[config.mk]
export PLATFORM = sky130hd
export DESIGN_NAME = fifo_wr_ctrl
export DESIGN_NICKNAME = d
export VERILOG_FILES = /design/src/rtl/fifo_wr_ctrl.sv
export SDC_FILE = /design/constraint.sdc
export NUM_CORES = 1
export LEC_CHECK = 0
export BUFFER_PORTS_ARGS = -buffer_cell sky130_fd_sc_hd__buf_2
export CAP_MARGIN = 30
export CORE_ASPECT_RATIO = 1.1
export CORE_MARGIN = 2
export CORE_UTILIZATION = 40
export DETAILED_ROUTE_END_ITERATION = 7
export PLACE_DENSITY_LB_ADDON = 0.2
export SYNTH_ARGS = -nofsm -noshare
export SYNTH_HDL_FRONTEND = slang
export SYNTH_SLANG_ARGS = --single-unit
[constraint.sdc]
create_clock -name wr_clk -period 4.59 [get_ports wr_clk]
set_input_delay 0 -clock wr_clk [delete_from_list [all_inputs] [get_ports wr_clk]]
set_output_delay 0 -clock wr_clk [all_outputs]
set_load 0.005 [all_outputs]
[src/rtl/fifo_wr_ctrl.sv]
`default_nettype none
// +----------------------------------------------------------------------------+
// | fifo_wr_ctrl: write-side controller of an asynchronous FIFO; Gray pointer |
// | exchange, full/count/overflow flags. FIFO_WR_CTRL_ALMOST_FULL_EN adds     |
// | the registered almost-full flag.                                          |
// | Revision: 1.0                                                             |
// +----------------------------------------------------------------------------+
module fifo_wr_ctrl #(
    parameter int DEPTH     = 16,
    parameter int AF_MARGIN = 2,
    localparam int AW       = $clog2(DEPTH)
) (
    input  logic          wr_clk,
    input  logic          wr_rst_n,
    input  logic          wr_req,
    input  logic [AW:0]   rd_ptr_gray,
    output logic          wr_en,
    output logic [AW-1:0] wr_addr,
    output logic [AW:0]   wr_ptr_gray,
    output logic          wr_full,
    output logic          wr_almost_full,
    output logic [AW:0]   wr_count,
    output logic          wr_overflow
);

    function automatic logic [AW:0] gray2bin(input logic [AW:0] g);
        logic [AW:0] b;
        b[AW] = g[AW];
        for (int i = AW - 1; i >= 0; i--) begin
            b[i] = b[i+1] ^ g[i];
        end
        return b;
    endfunction

    logic [AW:0] r_wbin;
    logic [AW:0] r_wr_ptr_gray;
    logic [AW:0] r_sync1;
    logic [AW:0] r_sync2;
    logic [AW:0] r_count;
    logic        r_full;
    logic        r_overflow;

    logic        w_wr_en;
    logic [AW:0] w_wnext;
    logic [AW:0] w_wnext_gray;
    logic [AW:0] w_rbin_s;
    logic [AW:0] w_full_gray;
    logic [AW:0] w_level;

    // Qualifying with reset keeps the RAM strobe quiet while held in reset.
    assign w_wr_en      = wr_req & ~r_full & wr_rst_n;
    assign w_wnext      = r_wbin + {{AW{1'b0}}, w_wr_en};
    assign w_wnext_gray = w_wnext ^ (w_wnext >> 1);
    assign w_rbin_s     = gray2bin(r_sync2);
    // Full when the write pointer is one lap ahead: top two Gray bits inverted.
    assign w_full_gray  = {~r_sync2[AW:AW-1], r_sync2[AW-2:0]};
    assign w_level      = w_wnext - w_rbin_s;

    always_ff @(posedge wr_clk or negedge wr_rst_n) begin
        if (!wr_rst_n) begin
            r_wbin        <= '0;
            r_wr_ptr_gray <= '0;
            r_sync1       <= '0;
            r_sync2       <= '0;
            r_count       <= '0;
            r_full        <= 1'b0;
            r_overflow    <= 1'b0;
        end else begin
            r_wbin        <= w_wnext;
            r_wr_ptr_gray <= w_wnext_gray;
            r_sync1       <= rd_ptr_gray;
            r_sync2       <= r_sync1;
            r_count       <= w_level;
            r_full        <= (w_wnext_gray == w_full_gray);
            r_overflow    <= wr_req & r_full;
        end
    end

`ifdef FIFO_WR_CTRL_ALMOST_FULL_EN
    localparam logic [AW:0] AF_LEVEL = (AW + 1)'(DEPTH - AF_MARGIN);

    logic r_almost_full;

    always_ff @(posedge wr_clk or negedge wr_rst_n) begin
        if (!wr_rst_n) begin
            r_almost_full <= 1'b0;
        end else begin
            r_almost_full <= (w_level >= AF_LEVEL);
        end
    end

    assign wr_almost_full = r_almost_full;
`else
    logic w_unused_af_margin;
    assign w_unused_af_margin = (AF_MARGIN != 0);
    assign wr_almost_full     = 1'b0;
`endif

    assign wr_en       = w_wr_en;
    assign wr_addr     = r_wbin[AW-1:0];
    assign wr_ptr_gray = r_wr_ptr_gray;
    assign wr_full     = r_full;
    assign wr_count    = r_count;
    assign wr_overflow = r_overflow;

endmodule
`default_nettype wire

==> qor.csv <==
stage,metric,value,unit
detailed_routing,firstDrtPassIters,4,
finish,drive_gt1_frac,0.274,
finish,final_cells,158,
finish,finish.utilization,0.481,
synth,yosys_warnings,0,
synth,synth_top_area_cell,dfrtp_1,
grt,antenna_found_initial,0,
grt,gr-total-overflow,0,
synth,ys_seq_area_frac,0.530,
timing,drv_slew,0,
finish,syn2layout_area_growth,17.3,%
worst_setup_path,worstReg2RegStart,r_sync2[3]$_DFF_PN0_,
place,dpl.hpwl,1.45,mm
floorplan,fp.coreArea,3000,sq um
timing,rsz0062_at_grt,false,
cts,clockBufferDepth,2,
floorplan,die-area,3530,sq um
run_status,status,"complete, no violations",
grt,grt_pass1_wl,3.34,mm
timing,clock_skew,0.00561,ns
cts,cts_sinks,26,
timing,finalSetupViolations,0,
worst_setup_path,required,4.83,ns
detailed_routing,via_count,753,
worst_setup_path,cp_slowest_cell,dlygate4sd3_1,
synth,synthTopCellsByArea,"dfrtp_1 (53%), xnor2_1 (6.4%), ha_1 (6.1%), xnor2_2 (5.3%), xor2_1 (5.0%)",
timing,max_slew_margin,0.614,
worst_setup_path,critPathMaxFanout,27,
worst_setup_path,start_kind,input pin,
synth,postSynthCellCount,95,
place,place_area,1350,sq um
floorplan,io-pin-count,26,
synth,synth_top_area_share,0.530,
detailed_routing,routed_wl,1.89,mm
job,cap_violations,0,
worst_setup_path,criticalPathCategory,input pin to flip-flop,
grt,grt_pass1_vias,763,
worst_setup_path,arrival,2.96,ns
synth,syn_area,1230,sq um
cts,tritoncts,yes,
worst_setup_path,reg2reg_to,wr_count[4]$_DFF_PN0_,
grt,grt_max_degree,28,
pwr,p_leak,0.722,nW
synth,synth.distinct_cells,31,
worst_hold_path,hold_class,input pin to async pin,
floorplan,start_util,0.410,
timing,hold_violations,0,
grt,grtUsageTotal,0.121,
finish,final_area,1440,sq um
detailed_routing,ant_nets,0,
finish,mostFrequentLayoutCells,"dfrtp_1 (26), buf_2 (24), xnor2_1 (9)",
floorplan,chipHeight,62.1,microns
timing,worstMarginPinSlew,0.579,ns
cts,numCtsBuffers,3,
pwr,p_per_area,613,nW/um^2
floorplan,die_width,56.8,microns
place,port_buffers,24,
detailed_routing,drtIter0Drc,14,
finish,num-nets-final,141,
cts,htreeDepth,1,
timing,period_needed,2.71,ns
floorplan,rows,21,
cts,cts_root_buf,clkbuf_4,
worst_setup_path,reg2reg_depth,10,
worst_setup_path,startpoint,wr_rst_n,
finish,final_common_cell,dfrtp_1,
synth,ys_ff_latch,26,
detailed_routing,routedWlPerCell,12.0,microns
worst_setup_path,crit_path_frequent_cell,ha_1,
synth,synth_nets,110,
cts,clk_latency,0.31,ns
place,gp_congestion,0.907,
synth,syn_avg_cell_area,12.9,sq um
cts,clk_pin_slew,0.13,ns
detailed_routing,via_per_inst,4.77,
worst_setup_path,path_cells,dlygate4sd3_1 > buf_2 > nand2_1 > nor2_1 > ha_1 > ha_1 > xnor2_2 > inv_1 > ha_1 > a21o_1 > a21oi_1 > xnor2_1,
timing,fmaxAchievable,369,MHz
worst_setup_path,cpPeakStageDelay,0.52,ns
timing,tns,0,ns
worst_setup_path,reg2reg_slack,1.98,ns
pwr,power,0.883,mW
timing,timing.final.crit_share,0.591,
finish,antennaDiodeCount,0,
place,placedCellCount,148,
pwr,peakVddDrop,285,uV
worst_setup_path,crit_path_end_kind,flip-flop,
detailed_routing,drc,0,
==> where the power goes <==
group,internal [mW],switching (mW)
combinational,0.225,0.207
sequential,0.304,0.0556
clock,0.0306,0.0611
==> how the worst max path moves through the flow <==
stage,slack (ns),to
floorplan,2.19,wr_count[4]$_DFF_PN0_
global placement,2.02,wr_count[4]$_DFF_PN0_
detailed placement,1.96,wr_count[4]$_DFF_PN0_
CTS,1.79,wr_count[4]$_DFF_PN0_
global route,1.55,wr_count[4]$_DFF_PN0_
finish,1.88,wr_count[4]$_DFF_PN0_
==> metal layers <==
metal / track usage / vias to the layer above / part of all wire
met3: 0.0208 / 2 / 0.044
li1: - / 368 / -
met1: 0.158 / 364 / 0.44
met4: 0.0523 / 0 / 0.0095
met5: 0 / - / 0
met2: 0.196 / 19 / 0.50
==> cells in the mapped netlist <==
cell       count
dfrtp_1       26
xnor2_1        9
inv_1          7
xor2_1         7
ha_1           6
xnor2_2        4
a21oi_1        3
nand2_1        3
a211o_1        2
a21o_1         2
and2_1         2
buf_4          2
buf_6          2
mux2i_1        2
nor2_1         2
a21bo_2        1
a21boi_0       1
a221oi_1       1
a2bb2oi_2      1
a311oi_1       1
a31oi_1        1
and3_1         1
buf_2          1
conb_1         1
fa_1           1
nand2b_1       1
nand3_2        1
nor2b_1        1
o211a_1        1
o21ai_0        1
o22ai_1        1
==> logic make-up (layout without fill, tap and decap cells) <==
logic type,after synthesis,count (layout),share of synthesized area
buf+inv,12,41,0.0560
flops,26,26,0.530
other cells,1,1,0.00305
xor+xnor,20,20,0.167
compound gates,16,16,0.102
fa+ha+maj,7,7,0.0774
mux,2,2,0.0163
simple gates,11,11,0.0489
==> flip-flops by register name (all words and copies together) (netlist names) <==
signal	cells
r_wbin	5
wr_count	5
wr_overflow	1
r_sync1	5
wr_full	1
wr_ptr_gray	4
r_sync2	5
==> worst max-delay path, delay by kind of cell <==
family / cells / cell delay (ns)
AND/OR/NAND/NOR: 2 / 0.26
XOR/XNOR: 2 / 0.33
AO/OA/AOI/OAI: 2 / 0.33
buffers and inverters: 3 / 1.10
adder cells (fa/ha/maj): 3 / 0.93
==> metrics by stage <==
step | hold WS, ns | worst slack [ns]
2_1_floorplan | -0.296 | 2.19
4_1_cts | 0.222 | 1.79
5_1_grt | 0.241 | 1.55
3_5_place_dp | 0.0384 | 1.96
6_report | 0.200 | 1.88
3_3_place_gp | 0.0277 | 2.02
==> repair_timing <==
item,in CTS,in global routing
hold endpoints to repair,32,0
buffers inserted,0,0
setup endpoints to repair,0,0
gates resized for setup,0,0
hold buffers,7,0
==> layout make-up <==
type	instances	area, sq um
fillers	283	1550
well taps	34	42.5
multi-input cells	57	509
inverters	7	26.3
flip-flops and latches	26	651
clock buffers	3	22.5
repair buffers	31	190
(Power assumes the default switching activity.)
